===== src/rtl/fft_pkg.sv =====
// fft_pkg: constants and types shared by the FFT stage controller and its
// address generator.
//   FFT_N   default transform size (power of two)
//   FFT_AW  data RAM address width for FFT_N
//   TW_ONE  twiddle value representing 1.0; the butterfly rescales products
//           with >>>10, so ROM entries are round(TW_ONE*cos), round(-TW_ONE*sin)
//   state_t controller state encoding
package fft_pkg;

    localparam int FFT_N  = 16;
    localparam int FFT_AW = $clog2(FFT_N);
    localparam int TW_ONE = 1024;

    typedef enum logic [1:0] {
        IDLE  = 2'd0,
        RUN   = 2'd1,
        DRAIN = 2'd2,
        DONE  = 2'd3
    } state_t;

endpackage


===== src/rtl/fft_addr_gen.sv =====
// fft_addr_gen: combinational address map for an in-place radix-2 DIF FFT.
//   s        in   stage index
//   k        in   butterfly index within the stage, 0..N/2-1
//   addr_a   out  upper-leg address  g*2*span + j
//   addr_b   out  lower-leg address  addr_a + span
//   tw_addr  out  twiddle index      j << s
// where span = N >> (s+1), j = k mod span, g = k / span.
module fft_addr_gen
    import fft_pkg::*;
#(
    parameter int  N  = FFT_N,
    localparam int AW = $clog2(N),
    localparam int SW = $clog2(AW + 1)
) (
    input  logic [SW-1:0] s,
    input  logic [AW-2:0] k,
    output logic [AW-1:0] addr_a,
    output logic [AW-1:0] addr_b,
    output logic [AW-2:0] tw_addr
);

    localparam logic [AW-1:0] HALF = AW'(N / 2);

    logic [AW-1:0] span;
    logic [AW-1:0] mask;
    logic [AW-1:0] kx;

    // span is a power of two, so k mod span is k & mask and g*span is
    // k & ~mask; doubling that group offset leaves room for the lower leg.
    always_comb begin
        span    = HALF >> s;
        mask    = span - AW'(1);
        kx      = {1'b0, k};
        addr_a  = ((kx & ~mask) << 1) | (kx & mask);
        addr_b  = addr_a | span;
        tw_addr = (k & mask[AW-2:0]) << s;
    end

endmodule


===== src/rtl/fft_stage_ctrl.sv =====
// fft_stage_ctrl: sequencer for an in-place radix-2 DIF FFT of N points
// around a single combinational butterfly. Input in natural order, result
// left in bit-reversed order.
//   clk, rst_n            clock, asynchronous active-low reset
//   start                 transform request, sampled only in IDLE
//   busy                  high in RUN, DRAIN and DONE
//   done                  one-cycle pulse after the final stage's last write
//   rd_en, rd_addr_a/b    RAM read strobe and leg addresses (one per RUN cycle)
//   tw_addr               twiddle ROM index k for W = exp(-j2*pi*k/N)
//   wr_en, wr_addr_a/b    read strobe/addresses delayed by RD_LAT cycles
//   stage                 current stage s (0 outside RUN/DRAIN)
//   fsm_state             controller state, for observation
//
// Handshake: start is a level that is only looked at in IDLE; a start seen
// there is accepted on that clock edge, busy rises in the following cycle and
// stays high until the done cycle; start while busy is dropped, not queued.
module fft_stage_ctrl
    import fft_pkg::*;
#(
    parameter int  N      = FFT_N,
    parameter int  RD_LAT = 1,
    localparam int AW     = $clog2(N),
    localparam int SW     = $clog2(AW + 1)
) (
    input  logic          clk,
    input  logic          rst_n,
    input  logic          start,
    output logic          busy,
    output logic          done,
    output logic          rd_en,
    output logic [AW-1:0] rd_addr_a,
    output logic [AW-1:0] rd_addr_b,
    output logic [AW-2:0] tw_addr,
    output logic          wr_en,
    output logic [AW-1:0] wr_addr_a,
    output logic [AW-1:0] wr_addr_b,
    output logic [SW-1:0] stage,
    output state_t        fsm_state
);

    localparam int            DW     = (RD_LAT > 1) ? $clog2(RD_LAT) : 1;
    localparam logic [AW-2:0] K_LAST = '1;
    localparam logic [SW-1:0] S_LAST = SW'(AW - 1);
    localparam logic [DW-1:0] D_LAST = DW'(RD_LAT - 1);

    state_t        state, state_nxt;
    logic [SW-1:0] s_q, s_nxt;
    logic [AW-2:0] k_q, k_nxt;
    logic [DW-1:0] d_q, d_nxt;

    logic          run;
    logic [AW-1:0] gen_a, gen_b;
    logic [AW-2:0] gen_tw;

    // Read-to-write delay line; flushed by reset so no stale write escapes.
    logic          v_q [RD_LAT];
    logic [AW-1:0] a_q [RD_LAT];
    logic [AW-1:0] b_q [RD_LAT];

    always_ff @(posedge clk or negedge rst_n) begin
        if (!rst_n) begin
            state <= IDLE;
            s_q   <= '0;
            k_q   <= '0;
            d_q   <= '0;
        end else begin
            state <= state_nxt;
            s_q   <= s_nxt;
            k_q   <= k_nxt;
            d_q   <= d_nxt;
        end
    end

    // DRAIN holds off the next stage for RD_LAT cycles so that the last write
    // of stage s lands before the first read of stage s+1.
    always_comb begin
        state_nxt = state;
        s_nxt     = s_q;
        k_nxt     = k_q;
        d_nxt     = d_q;
        case (state)
            IDLE: begin
                if (start) begin
                    state_nxt = RUN;
                    s_nxt     = '0;
                    k_nxt     = '0;
                    d_nxt     = '0;
                end
            end
            RUN: begin
                k_nxt = k_q + (AW-1)'(1);
                if (k_q == K_LAST) begin
                    state_nxt = DRAIN;
                    k_nxt     = '0;
                    d_nxt     = '0;
                end
            end
            DRAIN: begin
                d_nxt = d_q + DW'(1);
                if (d_q == D_LAST) begin
                    d_nxt = '0;
                    if (s_q == S_LAST) begin
                        state_nxt = DONE;
                        s_nxt     = '0;
                    end else begin
                        state_nxt = RUN;
                        s_nxt     = s_q + SW'(1);
                    end
                end
            end
            DONE: begin
                state_nxt = IDLE;
            end
            default: begin
                state_nxt = IDLE;
                s_nxt     = '0;
                k_nxt     = '0;
                d_nxt     = '0;
            end
        endcase
    end

    fft_addr_gen #(.N(N)) u_addr_gen (
        .s       (s_q),
        .k       (k_q),
        .addr_a  (gen_a),
        .addr_b  (gen_b),
        .tw_addr (gen_tw)
    );

    assign run       = (state == RUN);
    assign rd_en     = run;
    assign rd_addr_a = run ? gen_a  : '0;
    assign rd_addr_b = run ? gen_b  : '0;
    assign tw_addr   = run ? gen_tw : '0;
    assign busy      = (state != IDLE);
    assign done      = (state == DONE);
    assign stage     = (state == RUN || state == DRAIN) ? s_q : '0;
    assign fsm_state = state;

    always_ff @(posedge clk or negedge rst_n) begin
        if (!rst_n) begin
            for (int i = 0; i < RD_LAT; i++) begin
                v_q[i] <= 1'b0;
                a_q[i] <= '0;
                b_q[i] <= '0;
            end
        end else begin
            v_q[0] <= rd_en;
            a_q[0] <= rd_addr_a;
            b_q[0] <= rd_addr_b;
            for (int i = 1; i < RD_LAT; i++) begin
                v_q[i] <= v_q[i-1];
                a_q[i] <= a_q[i-1];
                b_q[i] <= b_q[i-1];
            end
        end
    end

    assign wr_en     = v_q[RD_LAT-1];
    assign wr_addr_a = a_q[RD_LAT-1];
    assign wr_addr_b = b_q[RD_LAT-1];

endmodule


===== config.mk =====
export PLATFORM = sky130hd
export DESIGN_NAME = fft_stage_ctrl
export DESIGN_NICKNAME = d
export VERILOG_FILES = /design/src/rtl/fft_pkg.sv /design/src/rtl/fft_addr_gen.sv /design/src/rtl/fft_stage_ctrl.sv
export SDC_FILE = /design/constraint.sdc
export NUM_CORES = 1
export LEC_CHECK = 0
export BUFFER_PORTS_ARGS = -buffer_cell sky130_fd_sc_hd__buf_2
export CAP_MARGIN = 20
export CORE_MARGIN = 2
export CORE_UTILIZATION = 30
export CTS_BUF_LIST = sky130_fd_sc_hd__clkbuf_4 sky130_fd_sc_hd__clkbuf_8
export DETAILED_ROUTE_END_ITERATION = 10
export PLACE_DENSITY = 0.54
export SLEW_MARGIN = 20
export SYNTH_ARGS = -nofsm -noshare
export SYNTH_HDL_FRONTEND = slang
export SYNTH_HIERARCHICAL = 1
export SYNTH_SLANG_ARGS = --single-unit

===== constraint.sdc =====
create_clock -name clk -period 2.93 [get_ports clk]
set_input_delay 0.1465 -clock clk [delete_from_list [all_inputs] [get_ports clk]]
set_output_delay 0.1465 -clock clk [all_outputs]
set_load 0.005 [all_outputs]

Word level (Yosys, flattened, before mapping)
Index checks and enable logic that the tools add are counted.
{ "classes": {"eq_ne": 8, "add_sub_neg": 4, "n_reduce_logical": 10, "shift": 2, "bitwise_logic": 6, "n_mux": 19} }
{ "op_table": {"columns": ["op", "count"], "rows": [
  ["3-bit 2-to-1 mux", 6],
  ["3-bit one-hot mux with 2 select lines", 2],
  ["3-bit AND reduction", 3],
  ["2-bit 2-to-1 mux", 4],
  ["4-bit 2-to-1 mux", 2],
  ["4-bit OR", 2],
  ["2-bit one-hot mux with 4 select lines", 1],
  ["3-bit by 1-bit adder with 3-bit output, second input constant", 2],
  ["3-bit AND", 2],
  ["2-bit nonzero test", 3],
  ["3-bit by 4-bit AND with 4-bit output", 1],
  ["2-bit equality test, second input constant", 2],
  ["2-bit inequality test, second input constant", 2],
  ["4-bit by 3-bit right shift with 4-bit output, first input constant", 1],
  ["4-bit by 1-bit subtractor with 4-bit output, second input constant", 1],
  ["3-bit by 2-bit equality test with 1-bit output, second input constant", 1],
  ["3-bit equality test, second input constant", 1],
  ["1-bit 2-to-1 mux", 3],
  ["3-bit NOT", 1],
  ["1-bit one-hot mux with 3 select lines", 1],
  ["3-bit nonzero test", 1],
  ["3-bit by 3-bit left shift with 3-bit output", 1],
  ["2-bit by 1-bit equality test with 1-bit output, second input constant", 1],
  ["2-bit zero test", 1],
  ["other kinds (4)", 4]
]} }
{ "totals": {"out_inout_bits": 28, "regBits": 18, "elab_cells": 56, "input_bits": 3} }

Longest topological paths before layout
Gate-level depths: netlist (run 1).
{ "logic_depth": {"word_depth": 7, "depth_mapped": 6, "mapped_depth_nobuf": 5} }

Modules after synthesis
The synthesis (run 1) kept the hierarchy.
{ "modules_own_cells": {"columns": ["module", "n_inst", "area_each_um2", "seq_area_each_um2", "cells_each"], "rows": [
  ["fft_stage_ctrl", 1, 778.2, 425.4, 63],
  ["fft_addr_gen", 1, 163.9, 0.0, 26]
]} }

Least setup slack after synthesis (run 1)
Ideal clock, no wire load.
{ "synth_path": {"path_type": "register -> register", "from": "reg state[0] (netlist: fsm_state[0])", "to": "reg s_q[0]", "required_time_ns": 2.805, "arrival_ns": 1.307, "period_less_slack_ns": 1.432, "path_slack_ns": 1.498, "setup_ns": 0.125, "path_buffers": 1, "stages_incl_launch_ff": 7, "path_cell_list": "dfrtp_1 > inv_1 > ha_1 > nand2b_1 > buf_6 > and3_4 > mux2_2"} }
{ "synth_via": {"elab_chain_len": 3, "elab_cells_between_ends": 7, "classes_between": "eq/ne (3); mux (1); reduce/logical (3)"} }
{ "synth_rtl": {"columns": ["item", "line", "text"], "rows": [
  ["start, declared", "fft_stage_ctrl.sv:46", "state_t state, state_nxt;"],
  ["start signal, assigned", "fft_stage_ctrl.sv:67", "state <= state_nxt;"],
  ["2-bit equality test or 2-bit zero test (tied branches)", "fft_stage_ctrl.sv:81", "case (state)"],
  ["2-bit inequality test (no source line) or 2-bit nonzero test (tied branches)", null, null],
  ["3-bit AND reduction (no source line)", null, null],
  ["end signal, assigned", "fft_stage_ctrl.sv:68", "s_q <= s_nxt;"],
  ["end, declared", "fft_stage_ctrl.sv:47", "logic [SW-1:0] s_q, s_nxt;"]
]} }
Several ways; a longest one is shown, not always the timed one.
A chain may end at the register's enable or synchronous reset.

Worst setup path after layout (run 1)
{ "layout_path": {"from": "reg state[1] (netlist: fsm_state[1])", "to": "out rd_addr_b[2]"} }
{ "layout_via": {"elab_chain_len": 2} }
{ "layout_rtl": {"columns": ["item", "line", "text"], "rows": [
  ["2-bit by 1-bit equality test with 1-bit output", "fft_stage_ctrl.sv:131", "assign run = (state == RUN);"],
  ["4-bit 2-to-1 mux", "fft_stage_ctrl.sv:134", "assign rd_addr_b = run ? gen_b : '0;"],
  ["end, declared", "fft_stage_ctrl.sv:32", "output logic [AW-1:0] rd_addr_b,"]
]} }
No other way between the ends.

==> results.md, run 1 <==
* GPL Wtd Cong at 0.673
* Clk Latency, worst-skew pair at 0.29 ns
* Top_reg_cell synth: dfrtp_1
* Fmax at 0.563 GHz
* Initial antenna violation count at 0
* Post-place instance area at 1120 µm²
* Sequential share of the synthesized area at 45.2%
* Final setup vio count at 0
* H-tree Lvls at 1
* # rows at 20
* Mapped Cells at 89
* Synth top cells by count: dfrtp_1 (17), and2_1 (15), ha_1 (7), nor2_1 (5)
* Vias in the first global route at about 700
* Final Hold Viols at 0
* Post-CTS setup buffers at 0
* Area growth syn-to-layout at 23.2%
* Maximum clock path buffer count at 2
* Root buffer cell: clkbuf_4
* Syn avg cell area at 10.6 µm²
* Fin. max-slew vios at 0
* Ys async rst share at between 90% and 100%
* Layout Nets at 132
* Syn. warnings at 6
* CP Max Fanout at 18
* DP Wirelength at 1.39 mm
* Crit path kind: reg2out
* Ant. Diodes at 0
* WP data arrival at 1.63 ns
* Setup slack after layout at roughly 1.2 ns
* Maximum VDD drop at a little under 0.0004 V
* Die Wd at between 60 and 70 µm
* Adder-Cell Fraction of Synth Area at 9.30%
* Synth top area cells: dfrtp_1 (45%), and2_1 (10%), ha_1 (9.3%), a32o_1 (3.2%), nand2b_4 (2.9%)
* Detailed-route DRC error count at 0
* Mapped cell area at between 900 and 1000 µm²
* Period utilisation layout at slightly above 60%
* Crit end category: output port
* Syn nets at 99
* Post-synth EDFFs at 0
* Synth Area in Compound Gates at 15.1%
* Worst slew margin at 69.3%
* Global-route wire length before repair at just over 3 mm
* Count leader, synth: dfrtp_1
* Io pins at 31
* Total die area at 3600 µm²
* Power per cell area at 925 nW/µm²
* Routed via count at 740
* Via density at between 4 and 5
* Core area at 3030 µm²
* CTS buffer count at 3
* Pleak at roughly 0.00062 µW
* Leading area contributor after synthesis: dfrtp_1
* DRT iter0 DRCs at 4
* Clock Sinks at 17
* Post-synthesis register bit count at 17
* Status: finished clean
* Setup TNS at 0 ns
* Worst path required time at 2.78 ns
* Total of max-cap violations at 0
* Final Instance Area at 1160 µm²
* Worst-Margin Slew at 0.461 ns
* Synth Area in XOR/XNOR at 0%
* Unique masters post-synth at 29
* Fraction of layout cells with a size suffix above 1 at between 30% and 40%
* IO Port Bufs at 30
* Dpl ws at 1.25 ns
* Pin count of the biggest net entering global routing at 19
* Crit path launch type: flop
* Post-CTS sizing at 0
* Largest family of logic cells by synthesized area: simple AND/OR/NAND/NOR gates
* Routed wire length at 1.86 mm
* Worst clock skew at 0.00746 ns
* Initial core utilization at 31.1%
* Mux cell area share after synthesis at 1.20%
* ANT nets after route at 0
* Fin crit period at approximately 1.8 ns
* CTS tree: built
* Grt total ovfl at 0
* Overall Global Routing Usage at 11.5%
* Clock Pin Slew Worst Setup and Hold Paths at approximately 0.10 ns
* Routed WL per cell at 11.3 µm
* Top cell type's share of synthesized area at 45.2%
* RSZ-0062 raised after global routing: no
* Die height at 60.0 µm
* Hold crit path type: in2async
* DR pass1 iterations at 2
* Synth Area in Simple Gates at 25.2%
[state kept, by name, indices dropped and copies added, names as in the netlist]
| signal | count |
|---|---|
| wr_addr_b | 4 |
| wr_addr_a | 4 |
| wr_en | 1 |
| k_q | 3 |
| s_q | 3 |
| fsm_state | 2 |
[layout by cell type (no fill, tap or decap), drive strengths merged, types with 2 or more instances in the layout]
cell     n
a211oi   3
nand2b   6
buf     30
and2    15
dfrtp   17
nand2    4
ha       7
inv      3
nor2     6
clkbuf   4
o21ai    5
a21oi    2
nor2b    4
a32o     3
[final timing paths]
path	from	end	slack (ns)	depth (start not counted)
min in group clk	start	fsm_state[1]$_DFFE_PN0P_	0.38	3
worst max register to register	fsm_state[0]$_DFFE_PN0P_	s_q[0]$_DFFE_PN0P_	1.23	5
worst min-delay path	rst_n	k_q[2]$_DFFE_PN0P_	0.32	2
worst min register to register	fsm_state[1]$_DFFE_PN0P_	fsm_state[1]$_DFFE_PN0P_	0.59	1
worst max-delay path	fsm_state[1]$_DFFE_PN0P_	rd_addr_b[2]	1.15	4
max in group asynchronous	rst_n	wr_addr_b[3]$_DFF_PN0_	2.33	2
[timing repair]
item,CTS,global route
hold endpoints to repair,17,0
setup endpoints to repair,0,0
hold buffers,1,0
[routing by layer]
| metal | track usage, % | part of all wire [%] |
|---|---|---|
| met5 | 0 | 0 |
| met4 | 1.90 | 0.70 |
| met3 | 4.98 | 7.5 |
| met2 | 21.0 | 50 |
| met1 | 12.5 | 42 |
[where the power goes]
part / total (µW) / switching, µW / internal [µW]
clock network: 132 / 70.1 / 62.2
logic: 535 / 259 / 275
registers: 407 / 96.1 / 311
[through the flow]
stage | hold WS, ns | cells | utilization, % | total power (µW)
6_report | 0.318 | 165 | 38.3 | 1070
5_1_grt | 0.327 | 165 | 38.3 | 1200
4_1_cts | 0.320 | 165 | 38.3 | 1100
3_5_place_dp | 0.0946 | 160 | 37.0 | 959
3_3_place_gp | 0.0920 | 160 | 37.0 | 946
2_1_floorplan | -0.149 | 89 | - | 778
[cells by family after synthesis]
family,after synthesis
simple gates,38
compound gates,20
flops,17
fa+ha+maj,7
buf+inv,6
mux,1
[critical path: stages (launching register included)]
cell and delay [ns]:
dfrtp_1 0.45, inv_1 0.11, ha_1 0.45, and2_1 0.22, buf_2 0.12
[area by class of cell]
cell class	count	area, µm²
clock buffers	4	30.0
fillers	311	1870
inverters	3	11.3
multi-input cells	66	479
flip-flops and latches	17	425
well taps	44	55.1
repair buffers	31	160
(Power assumes the default switching activity.)
==> run 2, diff against run 1 <==
--- a/config.mk
+++ b/config.mk
@@ -5,6 +5,7 @@
 export SDC_FILE = /design/constraint.sdc
 export NUM_CORES = 1
 export LEC_CHECK = 0
+export ABC_AREA = 1
 export BUFFER_PORTS_ARGS = -buffer_cell sky130_fd_sc_hd__buf_2
 export CAP_MARGIN = 20
 export CORE_MARGIN = 2
==> constraint.sdc (replaced) <==
create_clock -name clk -period 1.8 [get_ports clk]
set_input_delay 0.09 -clock clk [delete_from_list [all_inputs] [get_ports clk]]
set_output_delay 0.09 -clock clk [all_outputs]
set_load 0.005 [all_outputs]
==> results.md, run 2 <==
* Status: finished clean (unchanged)
* Routed wire length at 2.02 mm (was 1.86 mm)
* Final setup vio count at 0 (unchanged)
* Maximum VDD drop at 0.000668 V (was 0.000397 V)
* Syn avg cell area at 7.61 µm² (was 10.6 µm²)
* Post-place instance area at 1170 µm² (was 1120 µm²)
* Maximum clock path buffer count at 2 (unchanged)
* CTS buffer count at 3 (unchanged)
* DR pass1 iterations at 4 (was 2)
* Hold crit path type: in2reg (was in2async)
* Cell count of the worst reg-to-reg path at 6 (was 5)
* Fraction of layout cells with a size suffix above 1 at 26.5% (was 33.1%)
* Count leader, synth: nand2_1 (was dfrtp_1)
* Flop-to-flop setup slack at 0.41 ns (was 1.23 ns)
* Critical path launch point: fsm_state[1]$_DFFE_PN0P_ (unchanged)
* Vias in the first global route at 880 (was 703)
* Routed via count at 873 (was 740)
* DP Wirelength at 1.56 mm (was 1.39 mm)
* Fin. max-slew vios at 0 (unchanged)
* GPL Wtd Cong at 0.796 (was 0.673)
* Layout Nets at 173 (was 132)
* Root buffer cell: clkbuf_4 (unchanged)
* DRT iter0 DRCs at 10 (was 4)
* Power per cell area at 1390 nW/µm² (was 925 nW/µm²)
* Worst hold path depth at 5
* Worst clock skew at 0.00659 ns (was 0.00746 ns)
* Syn nets at 137 (was 99)
* Pin count of the biggest net entering global routing at 18 (was 19)
* Worst path required time at 1.71 ns (was 2.78 ns)
* Initial core utilization at 31.6% (was 31.1%)
* Setup TNS at 0 ns (unchanged)
* CTS tree: built (unchanged)
* Syn. warnings at 6 (unchanged)
* Total of max-cap violations at 0 (unchanged)
* H-tree Lvls at 1 (unchanged)
* Crit path kind: reg2out (unchanged)
* Detailed-route DRC error count at 0 (unchanged)
* ANT nets after route at 0 (unchanged)
* Unique masters post-synth at 19 (was 29)
* Post-CTS setup buffers at 0 (unchanged)
* Clock Sinks at 17 (unchanged)
* Most frequent cells in the layout: nand2_1 (42), buf_2 (30), inv_1 (25) (was buf_2 (30), dfrtp_1 (17), and2_1 (15))
* Global-route wire length before repair at 3.68 mm (was 3.07 mm)
* Fmax at around 0.62 GHz
* Dpl ws at 0.203 ns (was 1.25 ns)
* Ys async rst share at 100% (unchanged)
* Hold_ws at 0.186 ns (was 0.318 ns)
* Mapped cell area at 966 µm² (was 942 µm²)
* Final Hold Viols at 0 (unchanged)
* Post-synthesis register bit count at 17 (unchanged)
* Synth top area cells: dfrtp_1 (44%), nand2_1 (16%), inv_1 (9.7%), ha_1 (9.1%), nand3_1 (4.7%) (was dfrtp_1 (45%), and2_1 (10%), ha_1 (9.3%), a32o_1 (3.2%), nand2b_4 (2.9%))
* Top cell type's share of synthesized area at 44.0% (was 45.2%)
* Io pins at 31 (unchanged)
* Die height at 60.7 µm (was 60.0 µm)
* CP Max Fanout at 17 (was 18)
* Worst slew margin at 74.4% (was 69.3%)
* IO Port Bufs at 30 (unchanged)
* R2r endpoint: s_q[0]$_DFFE_PN0P_ (unchanged)
* RSZ-0062 raised after global routing: no (unchanged)
* Core area at 3050 µm² (was 3030 µm²)
* # rows at 20 (unchanged)
* Post-Place Cells at 201 (was 160)
* Post-synth EDFFs at 0 (unchanged)
* Clock Pin Slew Worst Setup and Hold Paths at 0.11 ns (was 0.10 ns)
* Pleak at 0.000782 µW (was 0.000620 µW)
* Leading area contributor after synthesis: dfrtp_1 (unchanged)
* Clk Latency, worst-skew pair at 0.29 ns (about the same)
* Overall Global Routing Usage at 13.1% (was 11.5%)
* Final instance count without filler cells at 206 (was 165)
* Via density at 4.24 (was 4.48)
* Worst-Margin Slew at 0.384 ns (was 0.461 ns)
* Setup slack after layout at 0.185 ns (was 1.15 ns)
* Crit end category: output port (unchanged)
* Total die area at 3690 µm² (was 3600 µm²)
* HP Start: start
* Fin crit period at 1.62 ns
* Top_reg_cell synth: dfrtp_1 (unchanged)
* Sequential share of the synthesized area at 44.0% (was 45.2%)
* Mapped Cells at 127 (was 89)
* Routed WL per cell at 9.80 µm (was 11.3 µm)
* Initial antenna violation count at 0 (unchanged)
* Die Wd at 60.7 µm (was 60.0 µm)
* Final Instance Area at 1220 µm² (was 1160 µm²)
* WP data arrival at 1.53 ns (was 1.63 ns)
* Ant. Diodes at 0 (unchanged)
* Area growth syn-to-layout at 25.9% (was 23.2%)
* R2R Path Start: fsm_state[0]$_DFFE_PN0P_ (unchanged)
* Period utilisation layout at between 80% and 90%
* Grt total ovfl at 0 (unchanged)
* Worst hold path endpoint: k_q[2]$_DFFE_PN0P_
* Crit path launch type: flop (unchanged)
* Most common cell after layout, fill and taps aside: nand2_1 (was buf_2)
* Synth top cells by count: nand2_1 (42), inv_1 (25), dfrtp_1 (17), nand3_1 (9), ha_1 (7) (was dfrtp_1 (17), and2_1 (15), ha_1 (7), nor2_1 (5))
==> run 2: cell types whose count changed after synthesis, moves of 3 or more <==
cell,delta
nand2_1,+38
inv_1,+22
and2_1,-15
nand3_1,+9
o21ai_1,+5
nand2b_1,-4
a211oi_1,-3
a32o_1,-3
nor2b_1,-3
==> run 2: worst max-delay path by stage <==
stage | end | slack, ns
5_1_grt | rd_addr_b[1] | 0.06
3_5_place_dp | fsm_state[0]$_DFFE_PN0P_ | 0.20
4_1_cts | rd_addr_a[3] | 0.15
6_report | rd_addr_a[3] | 0.18
3_3_place_gp | fsm_state[0]$_DFFE_PN0P_ | 0.31
2_1_floorplan | rd_addr_a[0] | 0.55
==> run 2: power by group <==
part	switching [µW]	internal (µW)	leakage, µW
Sequential	120	491	0.000228
Combinational	492	363	0.000536
Clock	127	101	0.0000184
==> run 2: layout make-up <==
cell class | instances | area, µm²
well taps | 44 | 55.1
multi-input cells | 82 | 437
inverters | 27 | 101
repair buffers | 32 | 168
flip-flops and latches | 17 | 425
fillers | 354 | 1840
clock buffers | 4 | 30.0
==> run 2: timing repair <==
| action | CTS | global route |
|---|---|---|
| resized for setup | 1 | 0 |
| hold buffers | 1 | 0 |
| setup endpoints to repair | 7 | 0 |
| endpoints found under the hold margin | 17 | 0 |
==> run 2: stage by stage <==
step	util [%]	power [µW]
floorplan	-	1170
global placement	38.4	1460
detailed placement	38.4	1490
CTS	39.8	1730
global route	39.8	1900
finish	39.8	1690
==> run 2: per-layer routing <==
metal	vias to the layer above	GRT usage [%]	wire length (µm)
met1	385	15.9	897
met4	0	3.73	16
met2	31	23.2	953
met5	-	0	0
li1	455	-	-
met3	2	2.77	151
==> run 2: worst max-delay path, cell delays in order, from the launching register on <==
cell     delay [ns]
dfrtp_1        0.45
inv_1          0.13
ha_2           0.37
nand2_1        0.10
inv_1          0.08
buf_2          0.11
==> run 2: cell families after synthesis <==
kind of cell	Yosys count	share of synthesized area (%)
AND/OR/NAND/NOR	63	28.6
flip-flops	17	44.0
AO/OA/AOI/OAI	12	7.25
adder cells (fa/ha/maj)	7	9.07
buffers and inverters	28	11.0
==> run 3, diff against run 2 <==
--- a/config.mk
+++ b/config.mk
@@ -13,6 +13,7 @@
 export CTS_BUF_LIST = sky130_fd_sc_hd__clkbuf_4 sky130_fd_sc_hd__clkbuf_8
 export DETAILED_ROUTE_END_ITERATION = 10
 export PLACE_DENSITY = 0.54
+export RECOVER_POWER = 50
 export SLEW_MARGIN = 20
 export SYNTH_ARGS = -nofsm -noshare
 export SYNTH_HDL_FRONTEND = slang
==> results.md, run 3 (same netlist as run 2, synthesis figures left out) <==
* Clock Pin Slew Worst Setup and Hold Paths at 0.11 ns (about the same)
* Initial antenna violation count at 0 (unchanged)
* Maximum VDD drop at 0.000667 V (was 0.000668 V)
* Vias in the first global route at 880 (unchanged)
* Worst path required time at 1.71 ns (about the same)
* H-tree Lvls at 1 (unchanged)
* Number of fill cells at 355 (was 354)
* Total of max-cap violations at 0 (unchanged)
* Final Hold Viols at 0 (unchanged)
* Initial core utilization at 31.6% (unchanged)
* Core area at 3050 µm² (unchanged)
* Io pins at 31 (unchanged)
* Fmax at 0.617 GHz (was 0.619 GHz)
* CTS buffer count at 3 (unchanged)
* Most frequent cells in the layout: nand2_1 (42), inv_1 (25), buf_2 (21) (was nand2_1 (42), buf_2 (30), inv_1 (25))
* Hold crit path type: in2reg (unchanged)
* Crit path cell chain: inv_1 -> ha_2 -> nand2_1 -> inv_1 -> buf_2 (unchanged)
* Crit end category: output port (unchanged)
* DR pass1 iterations at 4 (unchanged)
* CP max-delay cell: dfrtp_1 (unchanged)
* Overall Global Routing Usage at 13.1% (unchanged)
* Period utilisation layout at 90.0% (was 89.7%)
* IO Port Bufs at 30 (unchanged)
* Via density at 4.23 (was 4.24)
* Post-Place Cells at 201 (unchanged)
* GPL Wtd Cong at 0.796 (unchanged)
* Die Wd at 60.7 µm (unchanged)
* Global-route wire length before repair at 3.68 mm (unchanged)
* Routed WL per cell at 9.90 µm (was 9.80 µm)
* Crit path launch type: flop (unchanged)
* # rows at 20 (unchanged)
* CP Max Fanout at 17 (unchanged)
* Post-CTS setup buffers at 0 (unchanged)
* Setup TNS at 0 ns (unchanged)
* ANT nets after route at 0 (unchanged)
* RSZ-0062 raised after global routing: no (unchanged)
* DP Wirelength at 1.56 mm (unchanged)
* Area growth syn-to-layout at 24.7% (was 25.9%)
* Worst-Margin Slew at 0.919 ns (was 0.384 ns)
* WP data arrival at 1.53 ns (about the same)
* Final setup vio count at 0 (unchanged)
* Die height at 60.7 µm (unchanged)
* Routed wire length at 2.04 mm (was 2.02 mm)
* Multi-input logic area at 437 µm² (unchanged)
* Final instance count without filler cells at 206 (unchanged)
* CP most frequent cell: inv_1 (unchanged)
* Status: finished clean (unchanged)
* Total die area at 3690 µm² (unchanged)
* Routed via count at 871 (was 873)
* Pin count of the biggest net entering global routing at 18 (unchanged)
* Root buffer cell: clkbuf_4 (unchanged)
* Maximum clock path buffer count at 2 (unchanged)
* Ant. Diodes at 0 (unchanged)
* Fin. max-slew vios at 0 (unchanged)
* Clock Sinks at 17 (unchanged)
* Pleak at 0.000747 µW (was 0.000782 µW)
* Power per cell area at 1400 nW/µm² (was 1390 nW/µm²)
* Most common cell after layout, fill and taps aside: nand2_1 (unchanged)
* Worst clock skew at 0.00569 ns (was 0.00659 ns)
* Max incr delay on CP at 0.45 ns (about the same)
* Layout Nets at 173 (unchanged)
* Clk Latency, worst-skew pair at 0.29 ns (about the same)
* Fin crit period at 1.62 ns (about the same)
* Worst Path Buf+Inv at 3 (unchanged)
* CTS tree: built (unchanged)
* Grt total ovfl at 0 (unchanged)
* Fraction of layout cells with a size suffix above 1 at 21.0% (was 26.5%)
* Crit path kind: reg2out (unchanged)
* Worst path top cell family by delay: flip-flops (unchanged)
* Detailed-route DRC error count at 0 (unchanged)
* Register Area at 425 µm² (unchanged)
* Worst slew margin at 38.7% (was 74.4%)
* DRT iter0 DRCs at 10 (unchanged)
## run 3: layer usage
layer,global-route usage (%),routed length (µm),vias up
met4,3.73,16,0
li1,-,-,455
met1,15.9,910,383
met3,2.77,158,2
met5,0,0,-
met2,23.2,953,31
## run 3: stage by stage
step	setup WS, ns	utilization [%]	hold slack [ns]	power (µW)	area (µm²)
floorplan	0.549	-	-0.206	1170	966
global placement	0.311	38.4	0.0353	1460	1170
detailed placement	0.203	38.4	0.0437	1490	1170
CTS	0.150	39.8	0.184	1730	1220
global route	0.0577	39.5	0.226	1890	1200
finish	0.180	39.5	0.187	1680	1200
## run 3: final timing paths
check | cells past startpoint | slack [ns] | endpoint | startpoint
min in group asynchronous | 2 | 0.44 | wr_addr_a[1]$_DFF_PN0_ | rst_n
worst max register to register | 6 | 0.41 | fsm_state[0]$_DFFE_PN0P_ | fsm_state[1]$_DFFE_PN0P_
worst max-delay path | 5 | 0.18 | rd_addr_a[3] | fsm_state[1]$_DFFE_PN0P_
worst min register to register | 2 | 0.58 | k_q[1]$_DFFE_PN0P_ | k_q[1]$_DFFE_PN0P_
max in group asynchronous | 2 | 0.80 | s_q[0]$_DFFE_PN0P_ | rst_n
worst min-delay path | 5 | 0.19 | k_q[2]$_DFFE_PN0P_ | start
## run 3: layout make-up
type                    instances  area share (%)
well taps                      44            4.57
repair buffers                 32            13.0
clock buffers                   4            2.49
inverters                      27            8.41
flip-flops and latches         17            35.3
multi-input cells              82            36.2
## run 3: worst register-to-register path: stages (launching register included)
cell and delay, ns:
dfrtp_1 0.45, inv_1 0.13, ha_2 0.37, nand2_1 0.15
nand2_1 0.11, nand2_1 0.05, o21ai_1 0.07
## run 3: report_power, final
group / switching [µW] / internal (µW) / leakage [µW] / total, µW
clock: 127 / 101 / 0.0000184 / 228
combinational: 491 / 352 / 0.000500 / 843
sequential: 122 / 491 / 0.000228 / 613
total: 740 / 944 / 0.000747 / 1680
## run 3: timing repair
action | CTS | global route
endpoints found under the hold margin | 17 | 0
gates resized for setup | 1 | 0
hold buffers | 1 | 0
endpoints found under the setup margin | 7 | 0
